`src/rtl/gate_sweep_ctrl.sv`:
```
`default_nettype none
// ============================================================================
// Module      : gate_sweep_ctrl
// Description : Exhaustive sweep of a 2-input combinational gate. Drives the
//               four input vectors in order, waits SETTLE cycles per vector,
//               samples the gate output against the TRUTH table and reports
//               an error count, a per-vector fail mask and a pass flag.
// Revision    : 1.0 - initial release
// ============================================================================
module gate_sweep_ctrl #(
  parameter logic [3:0] TRUTH  = 4'b1000,
  parameter int         SETTLE = 2
) (
  input  logic       clk,
  input  logic       rst,
  input  logic       start,
  input  logic       out_dut,
  output logic       in1,
  output logic       in2,
  output logic       busy,
  output logic       done,
  output logic       pass,
  output logic [2:0] err_count,
  output logic [3:0] fail_vec
);

  typedef enum logic [1:0] {
    ST_IDLE   = 2'd0,
    ST_WAIT   = 2'd1,
    ST_SAMPLE = 2'd2,
    ST_DONE   = 2'd3
  } state_t;

  // Last value of the settle counter; WAIT leaves on the edge it is reached.
  localparam logic [7:0] c_cnt_last = 8'(SETTLE - 1);

  state_t     state_q, state_d;
  logic [1:0] idx_q, idx_d;
  logic [7:0] cnt_q, cnt_d;
  logic       in1_q, in1_d;
  logic       in2_q, in2_d;
  logic       busy_q, busy_d;
  logic       done_q, done_d;
  logic [2:0] err_q, err_d;
  logic [3:0] fail_q, fail_d;

  // State and datapath registers with synchronous reset.
  always_ff @(posedge clk) begin
    if (rst) begin
      state_q <= ST_IDLE;
      idx_q   <= 2'd0;
      cnt_q   <= 8'd0;
      in1_q   <= 1'b0;
      in2_q   <= 1'b0;
      busy_q  <= 1'b0;
      done_q  <= 1'b0;
      err_q   <= 3'd0;
      fail_q  <= 4'd0;
    end else begin
      state_q <= state_d;
      idx_q   <= idx_d;
      cnt_q   <= cnt_d;
      in1_q   <= in1_d;
      in2_q   <= in2_d;
      busy_q  <= busy_d;
      done_q  <= done_d;
      err_q   <= err_d;
      fail_q  <= fail_d;
    end
  end

  // Next-state logic: sweep sequencing, settle timing and result accumulation.
  always_comb begin
    state_d = state_q;
    idx_d   = idx_q;
    cnt_d   = cnt_q;
    in1_d   = in1_q;
    in2_d   = in2_q;
    busy_d  = busy_q;
    done_d  = done_q;
    err_d   = err_q;
    fail_d  = fail_q;
    case (state_q)
      ST_IDLE, ST_DONE: begin
        // start is only honoured when no sweep is running
        if (start) begin
          state_d = ST_WAIT;
          idx_d   = 2'd0;
          cnt_d   = 8'd0;
          in1_d   = 1'b0;
          in2_d   = 1'b0;
          busy_d  = 1'b1;
          done_d  = 1'b0;
          err_d   = 3'd0;
          fail_d  = 4'd0;
        end
      end
      ST_WAIT: begin
        // counter holds at its last value so it never exceeds SETTLE-1
        if (cnt_q == c_cnt_last) begin
          state_d = ST_SAMPLE;
        end else begin
          cnt_d = cnt_q + 8'd1;
        end
      end
      ST_SAMPLE: begin
        if (out_dut != TRUTH[idx_q]) begin
          err_d         = err_q + 3'd1;
          fail_d[idx_q] = 1'b1;
        end
        if (idx_q != 2'd3) begin
          idx_d          = idx_q + 2'd1;
          {in1_d, in2_d} = idx_q + 2'd1;
          cnt_d          = 8'd0;
          state_d        = ST_WAIT;
        end else begin
          // inputs stay at 2'b11 once the sweep completes
          state_d = ST_DONE;
          busy_d  = 1'b0;
          done_d  = 1'b1;
        end
      end
      default: state_d = ST_IDLE;
    endcase
  end

  assign in1       = in1_q;
  assign in2       = in2_q;
  assign busy      = busy_q;
  assign done      = done_q;
  assign pass      = done_q && (err_q == 3'd0);
  assign err_count = err_q;
  assign fail_vec  = fail_q;

endmodule
`default_nettype wire

```
`config.mk`:
```
export PLATFORM = sky130hd
export DESIGN_NAME = gate_sweep_ctrl
export DESIGN_NICKNAME = d
export VERILOG_FILES = /design/src/rtl/gate_sweep_ctrl.sv
export SDC_FILE = /design/constraint.sdc
export NUM_CORES = 1
export LEC_CHECK = 0
export CAP_MARGIN = 10
export CORE_MARGIN = 3
export CORE_UTILIZATION = 30
export CTS_BUF_LIST = sky130_fd_sc_hd__clkbuf_8
export DETAILED_ROUTE_END_ITERATION = 7
export MAX_ROUTING_LAYER = met4
export PLACE_DENSITY = 0.6
export SLEW_MARGIN = 20
export SYNTH_ARGS = -nofsm -noshare
export SYNTH_HDL_FRONTEND = slang
export SYNTH_SLANG_ARGS = --single-unit
```
`constraint.sdc`:
```
create_clock -name clk -period 2.2 [get_ports clk]
set_input_delay 0.66 -clock clk [delete_from_list [all_inputs] [get_ports clk]]
set_output_delay 0.66 -clock clk [all_outputs]
set_load 0.05 [all_outputs]
```
Word level (Yosys, flattened, before mapping)
Cells that the tools add are included.
{"block": "totals", "ff_bits": 23, "latchBits": 0, "mem_bits_rw": 0, "romBits": 0, "input_bits": 4, "output_inout_bits": 12, "memories": 0}
{"block": "classes", "add_sub_neg": 3, "n_mul": 0, "n_div": 0, "magnitude_cmp": 2, "eq_ne": 12, "n_shift": 0, "muxes": 31, "n_bitwise": 1, "reduce_logical": 11}
{"op": "2-to-1 mux 8 bit", "n": 3}
{"op": "one-hot mux 8 bit (3 select lines)", "n": 1}
{"op": "!= test 2 bit, second input constant", "n": 7}
{"op": "AND reduction 3 bit", "n": 4}
{"op": "2-to-1 mux 2 bit", "n": 5}
{"op": "adder 8 x 1 -> 8 bit, second input constant", "n": 1}
{"op": "== test 8 x 1 -> 1 bit, second input constant", "n": 1}
{"op": "2-to-1 mux 1 bit", "n": 8}
{"op": "2-to-1 mux 4 bit", "n": 2}
{"op": "one-hot mux 1 bit (2 select lines)", "n": 4}
{"op": "one-hot mux 4 bit (2 select lines)", "n": 1}
{"op": "2-to-1 mux 3 bit", "n": 2}
{"op": "one-hot mux 2 bit (3 select lines)", "n": 1}
{"op": "one-hot mux 3 bit (2 select lines)", "n": 1}
{"op": "== test 2 bit, second input constant", "n": 2}
{"op": "bitwise OR 4 bit", "n": 1}
{"op": "one-hot mux 2 bit (2 select lines)", "n": 1}
{"op": "adder 3 x 1 -> 3 bit, second input constant", "n": 1}
{"op": "zero test 3 bit", "n": 1}
{"op": "< comparator 2 x 3 -> 1 bit, second input constant", "n": 1}
{"op": "adder 2 x 1 -> 2 bit, second input constant", "n": 1}
{"op": "binary-select mux 1 bit (select 2 bit)", "n": 1}
{"op": "demux 1 bit (select 2 bit)", "n": 1}
{"op": "== test 2 x 1 -> 1 bit, second input constant", "n": 1}
{"op": "other kinds (7)", "n": 8}

Depth between registers and ports, before layout
Gate-level depths: netlist of run 1.
{"block": "logic_depth", "ltp_word": 7, "mapped_depth": 8, "depth_no_buf": 6}

Worst setup path before layout of run 1
OpenSTA, ideal clock, no wires.
{"block": "synth_path", "kind": "reg2out", "start": "reg err_q[0] (netlist: err_count[0])", "end": "out pass", "arrival_time_ns": 1.454, "path_slack_ns": 0.086, "path_stages_with_launch": 5, "path_buffers": 0, "cell_sequence": "dfxtp_1 > inv_1 > ha_1 > nand2_1 > nor2_1"}
{"block": "synth_between", "elab_chain_cells": 2}
{"item": "start, declared", "line_no": "44", "text": "logic [2:0] err_q, err_d;"}
{"item": "start signal, assigned", "line_no": "67", "text": "err_q <= err_d;"}
{"item": "zero test 3 bit", "line_no": "131", "text": "assign pass = done_q && (err_q == 3'd0);"}
{"item": "logical AND 1 bit", "line_no": "131"}
{"item": "end, declared", "line_no": "22", "text": "output logic pass,"}
No other way between the ends.

Final worst setup path of run 1
{"block": "layout_path", "start": "reg busy_q (netlist: busy)", "end": "out busy"}
{"item": "start, declared", "line_no": "42", "text": "logic busy_q, busy_d;"}
{"item": "start signal, assigned", "line_no": "65", "text": "busy_q <= busy_d;"}
{"item": "end, declared", "line_no": "20", "text": "output logic busy,"}
No word-level cell between the ends.

==> results.md, run 1 <==
- Share of total power consumed by net switching: 0.3731
- Starting DRC count in detailed routing: 15
- Async set or reset register ratio after synthesis: 0
- CTS buffer count: 3
- Overall fraction of global-route tracks in use: 0.1325
- Ports: 16
- Worst relative slew slack: 0.6510
- Critical Path AT: 1.45 ns
- Leakage power total: 0.5476 nW
- Final worst clock skew: 0.008168 ns
- Sequential share of power: 0.384
- Post-synth design cell area: 0.001139 mm^2
- Period minus WS final: 2.113 ns
- Number of nets produced by synthesis: 147
- Worst-case reg-to-reg path depth: 6
- Multi-input gate area: 656.9 um^2
- Chain of cells forming the critical path: clkdlybuf4s50_1
- Count of hold-fix buffers inserted at cts: 0
- NumNets Final: 170
- Total power after layout: 0.001170 W
- Most numerous cell in the Yosys netlist: sky130_fd_sc_hd__dfxtp_1
- Classification of the worst-slack hold path: flop to flop
- Pwr/cell area: 819.3 mW/mm^2
- Category of cells accounting for the largest share of critical-path delay: buffers and inverters
- Post-synth cell types: 41
- Average cell area after synthesis: 8.626 um^2
- Library cell contributing the largest single delay on the critical path: sky130_fd_sc_hd__clkdlybuf4s50_1
- Routed len/inst: 13.06 um
- Most instantiated cells after synthesis: sky130_fd_sc_hd__dfxtp_1, sky130_fd_sc_hd__a21oi_1, sky130_fd_sc_hd__ha_1, sky130_fd_sc_hd__nand2_1, sky130_fd_sc_hd__nor2_1
- Post-Synthesis Cells: 132
- Horiz. Die Dim: 67.61 um
- Vert. Die Dim: 67.61 um
- Clock tree from TritonCTS: built
- Area inside the core boundary: 0.003495 mm^2
- Clk pwr share: 0.214
- Outcome: complete, no violations
- Internal power summed over all cells: 0.0007333 W
- Worst EP required: 1.54 ns
- Residual antenna-violating net count after detailed routing: 0
- Switching power: 0.0004364 W
- Synth top area share: 0.3692
- Via total after detailed routing: 1048
- Overall die area: 0.004570 mm^2
- Library cell occupying the most area in the post-synthesis netlist: sky130_fd_sc_hd__dfxtp_1
- Clock transition at the registers of the reported paths: 0.08 ns
- Via count of the first global-routing pass: 1007
- Type of destination of the critical path: primary output
- Worst path max stage delay: 0.82 ns
- WL final: 2.612 mm
- Maximum number of pins on one net before global-route repair: 12
- Detailed-route vias per instance: 5.240
- Count of synthesis-stage warnings from yosys: 0
- Worst supply voltage drop on vdd: 359.5 uV
- Std-Cell Rows: 21
- Diode insertion count for antenna repair: 0
- Top fanout value on the critical path: 3
- Clock insertion delay at the later pin of the skew report: 0.26 ns
- Number of synthesized flops with an enable pin: 0
- Post-CTS setup repair buffer count: 0
- Final design area excluding fillers: 0.001428 mm^2
- Number of max-cap violations: 0
- Critical path depth: 1
- Setup tns final: 0 ns
- Total setup violations reported at the end of the flow: 0
- Startpoint kind of the worst setup timing path: flop
- Cell count of the worst hold path: 2
- Residual DRC: 0
- Most area-consuming cells after synthesis: sky130_fd_sc_hd__dfxtp_1, sky130_fd_sc_hd__ha_1, sky130_fd_sc_hd__a21oi_1
- Area growth from synthesis to final layout: 25.38%
- Clock Path Buffers: 2
- Sequential cell area fraction in the yosys report: 0.3692
- Final Wtd Congestion: 0.8170
- Share of the clock period used by the worst path: 0.9606
- Crit Path Class: flop to primary output
- Final count of pins violating max slew: 0
- Clock sinks: 21
- Worst path bufs/invs: 1
- Part of the total power dissipated in combinational logic: 0.402
- Buffers added on ports: 15
- Area occupied by registers: 420.4 um^2
- Final global-route overflow total: 0
- Cell chosen for the clock root: sky130_fd_sc_hd__clkbuf_8
- Flop and latch count out of synthesis: 21
- Area after detailed placement: 0.001383 mm^2
- Starting Density: 0.3258
- Top flip-flop cell by instance count after synthesis: sky130_fd_sc_hd__dfxtp_1
- Number of failing hold endpoints at the final stage: 0
- Antenna violations before repair: 0
- H-tree levels: 1
- Length of the first detailed-routing pass in iterations: 4
- Proportion of layout cells with a drive suffix above 1: 0.1623
- Max Clk Rate: 473.2 MHz
- Quantity of gates resized following cts: 0
- RSZ-0062 raised after global routing: false
- Least-Margin Pin Slew: 0.5218 ns
- Final-layout fill cell count: 358
- Detailed placer's ending HPWL: 2.002 mm
- Global-route wire length before repair: 4.526 mm
-- final cells by class --
| class | count | area share |
|---|---|---|
| multi-input combinational | 96 | 0.4601 |
| sequential | 21 | 0.2945 |
| timing repair buffer | 23 | 0.1472 |
| tap | 46 | 0.04032 |
| clock buffer | 3 | 0.02892 |
| inverter | 10 | 0.02629 |
| clock inverter | 1 | 0.002629 |
-- state kept, by name, summed over array words and instances, names as in the netlist --
register / cells
busy: 1
cnt_q: 8
done: 1
err_count: 3
fail_vec: 4
idx_q: 2
state_q: 2
-- logic make-up (layout without fill, tap and decap cells) --
family | after synthesis | in the layout | share of synthesized area
adders and majority gates | 11 | 11 | 0.1209
and+or+nand+nor | 41 | 41 | 0.1780
muxes | 3 | 3 | 0.02747
buffers and inverters | 15 | 37 | 0.05384
xor gates and xnor gates | 2 | 2 | 0.01539
DFF | 21 | 21 | 0.3692
AOI/OAI and AO/OA | 39 | 39 | 0.2352
-- final timing paths --
path / startpoint / to / slack [ns]
setup / recovery: busy / busy / 0.09
hold / removal: fail_vec[2] / fail_vec[2] / 0.49
setup reg to reg: state_q[1] / cnt_q[6] / 0.26
hold reg to reg: fail_vec[2] / fail_vec[2] / 0.49
-- power groups by stage --
stage                     logic [W]  registers [W]  clock network [W]
after floorplan            0.000254       0.000508                  0
after global placement     0.000457       0.000455                  0
after detailed placement   0.000468       0.000457                  0
after CTS                  0.000471       0.000449           0.000259
after global routing       0.000524       0.000455           0.000272
final                      0.000470       0.000449           0.000251
-- stage by stage --
stage / instances / hold slack (ns) / setup WS, ns / util
6_report: 200 / 0.4859 / 0.08673 / 0.4085
5_1_grt: 200 / 0.4996 / 0.04422 / 0.4085
4_1_cts: 200 / 0.4786 / 0.07052 / 0.4085
3_5_place_dp: 196 / 0.4668 / -0.06271 / 0.3956
3_3_place_gp: 196 / 0.4553 / 0.01507 / 0.3956
2_1_floorplan: 132 / 0.4348 / 0.08646 / -
-- cells in the final DEF (no fill, tap or decap), types with 2 or more instances in the layout --
cell type                          n
sky130_fd_sc_hd__a211oi_1          2
sky130_fd_sc_hd__a21oi_1          13
sky130_fd_sc_hd__a31oi_1           2
sky130_fd_sc_hd__and3_2            2
sky130_fd_sc_hd__buf_4            12
sky130_fd_sc_hd__clkbuf_8          3
sky130_fd_sc_hd__clkdlybuf4s50_1  10
sky130_fd_sc_hd__dfxtp_1          21
sky130_fd_sc_hd__ha_1             11
sky130_fd_sc_hd__inv_1            11
sky130_fd_sc_hd__mux2i_1           2
sky130_fd_sc_hd__nand2_1          11
sky130_fd_sc_hd__nand3_1           4
sky130_fd_sc_hd__nor2_1           11
sky130_fd_sc_hd__nor3_1            3
sky130_fd_sc_hd__o21ai_0           4
sky130_fd_sc_hd__o311ai_0          3
sky130_fd_sc_hd__o31ai_1           3
sky130_fd_sc_hd__o32ai_1           2
sky130_fd_sc_hd__xnor2_1           2
-- metal layers --
metal / up-vias / routed length (um) / global-route usage
met3: 5 / 77 / 0.02662
met4: 0 / 36 / 0.04557
met2: 18 / 1230 / 0.2126
met1: 510 / 1268 / 0.1645
met5: - / 0 / -
li1: 515 / - / -
(Power assumes the default switching activity.)
==> run 2, diff against run 1 <==
--- a/config.mk
+++ b/config.mk
@@ -6,7 +6,7 @@
 export NUM_CORES = 1
 export LEC_CHECK = 0
 export CAP_MARGIN = 10
-export CORE_MARGIN = 3
+export CORE_MARGIN = 10
 export CORE_UTILIZATION = 30
 export CTS_BUF_LIST = sky130_fd_sc_hd__clkbuf_8
 export DETAILED_ROUTE_END_ITERATION = 7
@@ -16,3 +16,4 @@
 export SYNTH_ARGS = -nofsm -noshare
 export SYNTH_HDL_FRONTEND = slang
 export SYNTH_SLANG_ARGS = --single-unit
+export TNS_END_PERCENT = 10
==> run 2 against run 1 <==
Compared with the run above:
- combinational power shrank 3%
- global-route usage decreased by 4.2 points
- sequential cell count unchanged
- critical path depth did not move
- fmax is 1.9% higher
- via count is 4.4% lower
- clock skew decreased by 0.0055 ns
- critical path type unchanged
- critical endpoint is now fail_vec[0]
- largest cell class unchanged
==> results.md, run 2 (synthesis results as in run 1) <==
- Total power after layout: 0.001149 W (was 0.001170 W)
- Most common cell after layout, fill and taps aside: sky130_fd_sc_hd__dfxtp_1 (unchanged)
- Routed met2 length: 1.296 mm (was 1.230 mm)
- Startpoint of the worst-slack reg-to-reg timing path: state_q[0] (was state_q[1])
- Vert. Die Dim: 81.61 um (was 67.61 um)
- Buffers added on ports: 15 (unchanged)
- Length of the first detailed-routing pass in iterations: 4 (unchanged)
- Classification of the worst-slack hold path: flop to flop (unchanged)
- Number of flip-flops in the largest register: 8 (unchanged)
- Final Wtd Congestion: 0.8463 (was 0.8170)
- Proportion of layout cells with a drive suffix above 1: 0.1711 (was 0.1623)
- Setup tns final: 0 ns (unchanged)
- Leading cell types in the layout, fill and taps excluded: sky130_fd_sc_hd__dfxtp_1, sky130_fd_sc_hd__a21oi_1, sky130_fd_sc_hd__buf_4 (unchanged)
- Worst-case reg-to-reg path depth: 6 (unchanged)
- Internal power summed over all cells: 0.0007183 W (was 0.0007333 W)
- Via count of the first global-routing pass: 1041 (was 1007)
- Routed len/inst: 13.14 um (was 13.06 um)
- Maximum number of pins on one net before global-route repair: 12 (unchanged)
- Uppermost signal routing layer after detailed routing: met4 (unchanged)
- Switching power: 0.0004310 W (was 0.0004364 W)
- Antenna violations before repair: 0 (unchanged)
- Largest register by flop count: cnt_q (unchanged)
- Critical Path AT: 1.41 ns (was 1.45 ns)
- Hold-critical path endpoint: cnt_q[7] (was fail_vec[2])
- Library cell contributing the largest single delay on the critical path: sky130_fd_sc_hd__clkdlybuf4s50_1 (unchanged)
- Crit Path Class: flop to primary output (unchanged)
- Part of the total power dissipated in combinational logic: 0.395 (was 0.402)
- Launch instance of the worst min-delay path: cnt_q[7] (was fail_vec[2])
- Via total after detailed routing: 1002 (was 1048)
- Core Util, Final: 0.3845 (was 0.4085)
- H-tree levels: 1 (unchanged)
- Share of total power consumed by net switching: 0.3750 (was 0.3731)
- Overall fraction of global-route tracks in use: 0.09014 (was 0.1325)
- Worst relative slew slack: 0.6582 (was 0.6510)
- Count of hold-fix buffers inserted at cts: 0 (unchanged)
- Post-CTS setup repair buffer count: 0 (unchanged)
- WL final: 2.627 mm (was 2.612 mm)
- Worst path max stage delay: 0.81 ns (was 0.82 ns)
- Clock Path Buffers: 2 (unchanged)
- Chain of cells forming the critical path: clkdlybuf4s50_1 (unchanged)
- Final count of pins violating max slew: 0 (unchanged)
- Clock transition at the registers of the reported paths: 0.08 ns (about the same)
- Total setup violations reported at the end of the flow: 0 (unchanged)
- Overall die area: 0.006659 mm^2 (was 0.004570 mm^2)
- Final design area excluding fillers: 0.001408 mm^2 (was 0.001428 mm^2)
- Reg-to-reg setup timing slack: 0.19 ns (was 0.26 ns)
- Clk pwr share: 0.213 (was 0.214)
- Pwr/cell area: 816.5 mW/mm^2 (was 819.3 mW/mm^2)
- NumNets Final: 168 (was 170)
- Clock sinks: 21 (unchanged)
- Residual DRC: 0 (unchanged)
- Worst EP required: 1.54 ns (about the same)
- Met1 Routed Length: 1.204 mm (was 1.268 mm)
- Cell count of the worst hold path: 1 (was 2)
- Top fanout value on the critical path: 2 (was 3)
- Clock tree from TritonCTS: built (unchanged)
- Clock insertion delay at the later pin of the skew report: 0.25 ns (was 0.26 ns)
- Placed cell count: 196 (unchanged)
- Least-Margin Pin Slew: 0.5111 ns (was 0.5218 ns)
- Ports: 16 (unchanged)
- Detailed placer's ending HPWL: 2.065 mm (was 2.002 mm)
- Type of destination of the critical path: primary output (unchanged)
- Quantity of gates resized following cts: 0 (unchanged)
- Sequential share of power: 0.391 (was 0.384)
- Max Clk Rate: 482.3 MHz (was 473.2 MHz)
- Final worst clock skew: 0.002652 ns (was 0.008168 ns)
- Residual antenna-violating net count after detailed routing: 0 (unchanged)
- RSZ-0062 raised after global routing: false (unchanged)
- Leakage power total: 0.5438 nW (was 0.5476 nW)
- Area inside the core boundary: 0.003661 mm^2 (was 0.003495 mm^2)
- Horiz. Die Dim: 81.61 um (was 67.61 um)
- Outcome: complete, no violations (unchanged)
- Multi-input gate area: 656.9 um^2 (unchanged)
- Starting Density: 0.3110 (was 0.3258)
- Starting DRC count in detailed routing: 40 (was 15)
- Destination of the worst register-to-register timing path: cnt_q[6] (unchanged)
- Area after detailed placement: 0.001363 mm^2 (was 0.001383 mm^2)
- Number of standard cells in the layout, taps in and fillers out: 200 (unchanged)
- Area growth from synthesis to final layout: 23.63% (was 25.38%)
- Cell chosen for the clock root: sky130_fd_sc_hd__clkbuf_8 (unchanged)
- Category of cells accounting for the largest share of critical-path delay: buffers and inverters (unchanged)
- Share of the clock period used by the worst path: 0.9424 (was 0.9606)
- Std-Cell Rows: 22 (was 21)
- CTS buffer count: 3 (unchanged)
- Number of max-cap violations: 0 (unchanged)
- Wire length on met3: 110 um (was 77 um)
- Final-layout fill cell count: 374 (was 358)
- Worst supply voltage drop on vdd: 467.5 uV (was 359.5 uV)
- Final global-route overflow total: 0 (unchanged)
- Period minus WS final: 2.073 ns (was 2.113 ns)
- Number of failing hold endpoints at the final stage: 0 (unchanged)
- Area occupied by registers: 420.4 um^2 (unchanged)
- Worst path bufs/invs: 1 (unchanged)
- Startpoint kind of the worst setup timing path: flop (unchanged)
- Detailed-route vias per instance: 5.010 (was 5.240)
- Global-route wire length before repair: 4.761 mm (was 4.526 mm)
- Diode insertion count for antenna repair: 0 (unchanged)
==> run 2: changes by cell type in the layout (fill, tap and decap cells not counted) <==
cell,delta
sky130_fd_sc_hd__clkdlybuf4s50_1,-3
sky130_fd_sc_hd__buf_4,+1
==> run 2: worst max-delay path by stage <==
stage	cells past startpoint	slack, ns	startpoint	endpoint
floorplan	4	0.09	err_count[0]	pass
global placement	5	0.02	start	cnt_q[6]
detailed placement	5	-0.03	start	cnt_q[6]
CTS	1	0.11	fail_vec[0]	fail_vec[0]
global route	1	0.06	fail_vec[2]	fail_vec[2]
finish	1	0.13	fail_vec[0]	fail_vec[0]
==> run 2: power groups by stage <==
stage / combinational, W / clock (W) / sequential [W]
after floorplan: 0.000254 / 0 / 0.000508
after global placement: 0.000439 / 0 / 0.000454
after detailed placement: 0.000449 / 0 / 0.000458
after CTS: 0.000453 / 0.000254 / 0.000449
after global routing: 0.000505 / 0.000280 / 0.000456
final: 0.000454 / 0.000245 / 0.000450
==> run 2: per-stage QoR <==
| stage | setup slack [ns] | hold WS [ns] |
|---|---|---|
| 2_1_floorplan | 0.08646 | 0.4348 |
| 3_3_place_gp | 0.01616 | 0.4590 |
| 3_5_place_dp | -0.02956 | 0.4699 |
| 4_1_cts | 0.1127 | 0.4864 |
| 5_1_grt | 0.06247 | 0.5307 |
| 6_report | 0.1266 | 0.4867 |
==> run 2: layer usage <==
metal  vias to the layer above  GRT usage
met5                         -          -
met2                        21     0.1477
met1                       468     0.1075
met3                         2    0.02838
li1                        511          -
met4                         0    0.01531
==> run 2: cell type report <==
type	instances	area share
Clock inverter	1	0.002667
Inverter	10	0.02667
Sequential cell	21	0.2987
Multi-Input combinational cell	96	0.4667
Timing Repair Buffer	21	0.1333
Tap cell	48	0.04267
Clock buffer	3	0.02933
==> run 3, diff against run 2 <==
--- a/config.mk
+++ b/config.mk
@@ -10,6 +10,7 @@
 export CORE_UTILIZATION = 30
 export CTS_BUF_LIST = sky130_fd_sc_hd__clkbuf_8
 export DETAILED_ROUTE_END_ITERATION = 7
+export GPL_TIMING_DRIVEN = 0
 export MAX_ROUTING_LAYER = met4
 export PLACE_DENSITY = 0.6
 export SLEW_MARGIN = 20
==> run 3 against run 2 <==
Compared with the run above:
- fmax shrank 2.8%
- sequential power about the same
- clock-buffer cell count stayed put
- critical path type unchanged
==> results.md, run 3 (synthesis results as in run 1) <==
- Destination of the worst register-to-register timing path: cnt_q[6] (unchanged)
- Worst path max stage delay: 0.83 ns (was 0.81 ns)
- Type of destination of the critical path: primary output (unchanged)
- Final Wtd Congestion: 0.7413 (was 0.8463)
- Classification of the worst-slack hold path: flop to flop (unchanged)
- Routed len/inst: 12.52 um (was 13.14 um)
- Vert. Die Dim: 81.61 um (unchanged)
- Area inside the core boundary: 0.003661 mm^2 (unchanged)
- Worst-case reg-to-reg path depth: 7 (was 6)
- Buffers added on ports: 14 (was 15)
- Residual antenna-violating net count after detailed routing: 0 (unchanged)
- Pwr/cell area: 805.0 mW/mm^2 (was 816.5 mW/mm^2)
- Final global-route overflow total: 0 (unchanged)
- Outcome: complete, no violations (unchanged)
- Overall fraction of global-route tracks in use: 0.07907 (was 0.09014)
- Clock tree from TritonCTS: built (unchanged)
- Clock sinks: 21 (unchanged)
- Final count of pins violating max slew: 0 (unchanged)
- Number of failing hold endpoints at the final stage: 0 (unchanged)
- Startpoint of the worst-slack reg-to-reg timing path: state_q[0] (unchanged)
- Via total after detailed routing: 1009 (was 1002)
- Final worst clock skew: 0.009894 ns (was 0.002652 ns)
- Startpoint kind of the worst setup timing path: flop (unchanged)
- Launch instance of the worst min-delay path: fail_vec[2] (was cnt_q[7])
- Worst supply voltage drop on vdd: 344.7 uV (was 467.5 uV)
- Clock Path Buffers: 2 (unchanged)
- Cell chosen for the clock root: sky130_fd_sc_hd__clkbuf_8 (unchanged)
- Total setup violations reported at the end of the flow: 0 (unchanged)
- Least-Margin Pin Slew: 0.5240 ns (was 0.5111 ns)
- Global-route wire length before repair: 4.229 mm (was 4.761 mm)
- Diode insertion count for antenna repair: 0 (unchanged)
- Maximum number of pins on one net before global-route repair: 12 (unchanged)
- Final design area excluding fillers: 0.001388 mm^2 (was 0.001408 mm^2)
- Horiz. Die Dim: 81.61 um (unchanged)
- Ports: 16 (unchanged)
- Final-layout fill cell count: 379 (was 374)
- Worst path bufs/invs: 1 (unchanged)
- Worst relative slew slack: 0.6501 (was 0.6582)
- NumNets Final: 166 (was 168)
- Clock insertion delay at the later pin of the skew report: 0.26 ns (was 0.25 ns)
- Crit Path Class: flop to primary output (unchanged)
- Critical Path AT: 1.47 ns (was 1.41 ns)
- Hold-critical path endpoint: fail_vec[2] (was cnt_q[7])
- CTS buffer count: 3 (unchanged)
- Switching power: 0.0004195 W (was 0.0004310 W)
- Clk pwr share: 0.223 (was 0.213)
- Top fanout value on the critical path: 4 (was 2)
- Max Clk Rate: 468.6 MHz (was 482.3 MHz)
- Sequential share of power: 0.402 (was 0.391)
- Residual DRC: 0 (unchanged)
- Antenna violations before repair: 0 (unchanged)
- Length of the first detailed-routing pass in iterations: 4 (unchanged)
- Clock transition at the registers of the reported paths: 0.07 ns (was 0.08 ns)
- Leakage power total: 0.5515 nW (was 0.5438 nW)
- Via count of the first global-routing pass: 967 (was 1041)
- Most common cell after layout, fill and taps aside: sky130_fd_sc_hd__dfxtp_1 (unchanged)
- Leading cell types in the layout, fill and taps excluded: sky130_fd_sc_hd__dfxtp_1, sky130_fd_sc_hd__a21oi_1, sky130_fd_sc_hd__inv_1, sky130_fd_sc_hd__nand2_1, sky130_fd_sc_hd__nor2_1 (was sky130_fd_sc_hd__dfxtp_1, sky130_fd_sc_hd__a21oi_1, sky130_fd_sc_hd__buf_4)
- Area occupied by registers: 421.7 um^2 (was 420.4 um^2)
- Area after detailed placement: 0.001339 mm^2 (was 0.001363 mm^2)
- WL final: 2.478 mm (was 2.627 mm)
- Proportion of layout cells with a drive suffix above 1: 0.1267 (was 0.1711)
- Category of cells accounting for the largest share of critical-path delay: buffers and inverters (unchanged)
- Count of hold-fix buffers inserted at cts: 0 (unchanged)
- Number of max-cap violations: 0 (unchanged)
- Library cell contributing the largest single delay on the critical path: sky130_fd_sc_hd__clkdlybuf4s50_1 (unchanged)
- Worst EP required: 1.54 ns (about the same)
- Starting DRC count in detailed routing: 83 (was 40)
- RSZ-0062 raised after global routing: false (unchanged)
- Std-Cell Rows: 22 (unchanged)
- Chain of cells forming the critical path: clkdlybuf4s50_1 (unchanged)
- Area growth from synthesis to final layout: 21.87% (was 23.63%)
- Overall die area: 0.006659 mm^2 (unchanged)
- Largest register by flop count: cnt_q (unchanged)
- Share of the clock period used by the worst path: 0.9700 (was 0.9424)
- Cell count of the worst hold path: 2 (was 1)
- H-tree levels: 1 (unchanged)
- Detailed-route vias per instance: 5.096 (was 5.010)
- Share of total power consumed by net switching: 0.3756 (was 0.3750)
- Total power after layout: 0.001117 W (was 0.001149 W)
- Number of flip-flops in the largest register: 8 (unchanged)
- Starting Density: 0.3110 (unchanged)
- Multi-input gate area: 661.9 um^2 (was 656.9 um^2)
- Period minus WS final: 2.134 ns (was 2.073 ns)
- Reg-to-reg setup timing slack: 0.17 ns (was 0.19 ns)
- Detailed placer's ending HPWL: 1.858 mm (was 2.065 mm)
- Part of the total power dissipated in combinational logic: 0.375 (was 0.395)
- Internal power summed over all cells: 0.0006975 W (was 0.0007183 W)
## run 3: changes by cell type in the layout (fill, tap and decap cells not counted), sizes merged
cell,previous run,this run
buf,14,4
clkbuf,3,5
clkdlybuf4s50,7,9
dlygate4sd2,0,2
dlymetal6s2s,0,2
## run 3: worst min-delay path, cell delays in order, from the launching register on
cell	delay, ns
sky130_fd_sc_hd__dfxtp_1	0.33
sky130_fd_sc_hd__a21oi_1	0.04
sky130_fd_sc_hd__nor2_1	0.07
## run 3: cell type report
class                   instances  share of cell area
multi-input cells              96              0.4770
flip-flops and latches         21              0.3039
well taps                      48             0.04328
clock buffers                   3             0.02976
plain buffers                   5             0.01713
repair buffers                 14             0.09919
clock inverters                 1            0.002705
inverters                      10             0.02705
## run 3: how the worst max path moves through the flow
stage,from,to,slack [ns],cells past startpoint
after floorplan,err_count[0],pass,0.09,4
after global placement,start,cnt_q[6],-0.27,6
after detailed placement,start,cnt_q[6],-0.27,6
after CTS,start,cnt_q[6],0.003,6
after global routing,state_q[0],cnt_q[6],0.009,7
final,err_count[0],err_count[0],0.07,1
## run 3: repair_timing
action	4_1_cts	5_1_grt
buffers inserted	0	0
cloned	0	0
gates resized for setup	3	8
endpoints found under the hold margin	0	0
endpoints found under the setup margin	3	8
## run 3: power groups by stage
stage | Combinational [W] | Sequential (W) | Clock [W]
floorplan | 0.000254 | 0.000508 | 0
global placement | 0.000407 | 0.000453 | 0
detailed placement | 0.000409 | 0.000457 | 0
CTS | 0.000410 | 0.000448 | 0.000259
global route | 0.000466 | 0.000456 | 0.000274
finish | 0.000419 | 0.000449 | 0.000249
## run 3: metal layers
metal  up-vias  wire [um]  track usage
li1        511          -            -
met1       463       1147      0.09291
met2        31       1150       0.1264
met3         4        155      0.02620
met4         0         24      0.02211
met5         -          0            -
## run 3: stage by stage
stage / setup slack, ns / hold WS [ns] / TNS [ns] / cells / utilization
after global placement: -0.2729 / 0.4553 / -1.283 / 194 / 0.3657
after detailed placement: -0.2739 / 0.4585 / -1.383 / 194 / 0.3657
after global routing: 0.008521 / 0.4954 / 0 / 198 / 0.3790
final: 0.06605 / 0.4780 / 0 / 198 / 0.3790
after CTS: 0.003016 / 0.4748 / 0 / 198 / 0.3770
after floorplan: 0.08646 / 0.4348 / 0 / 132 / -
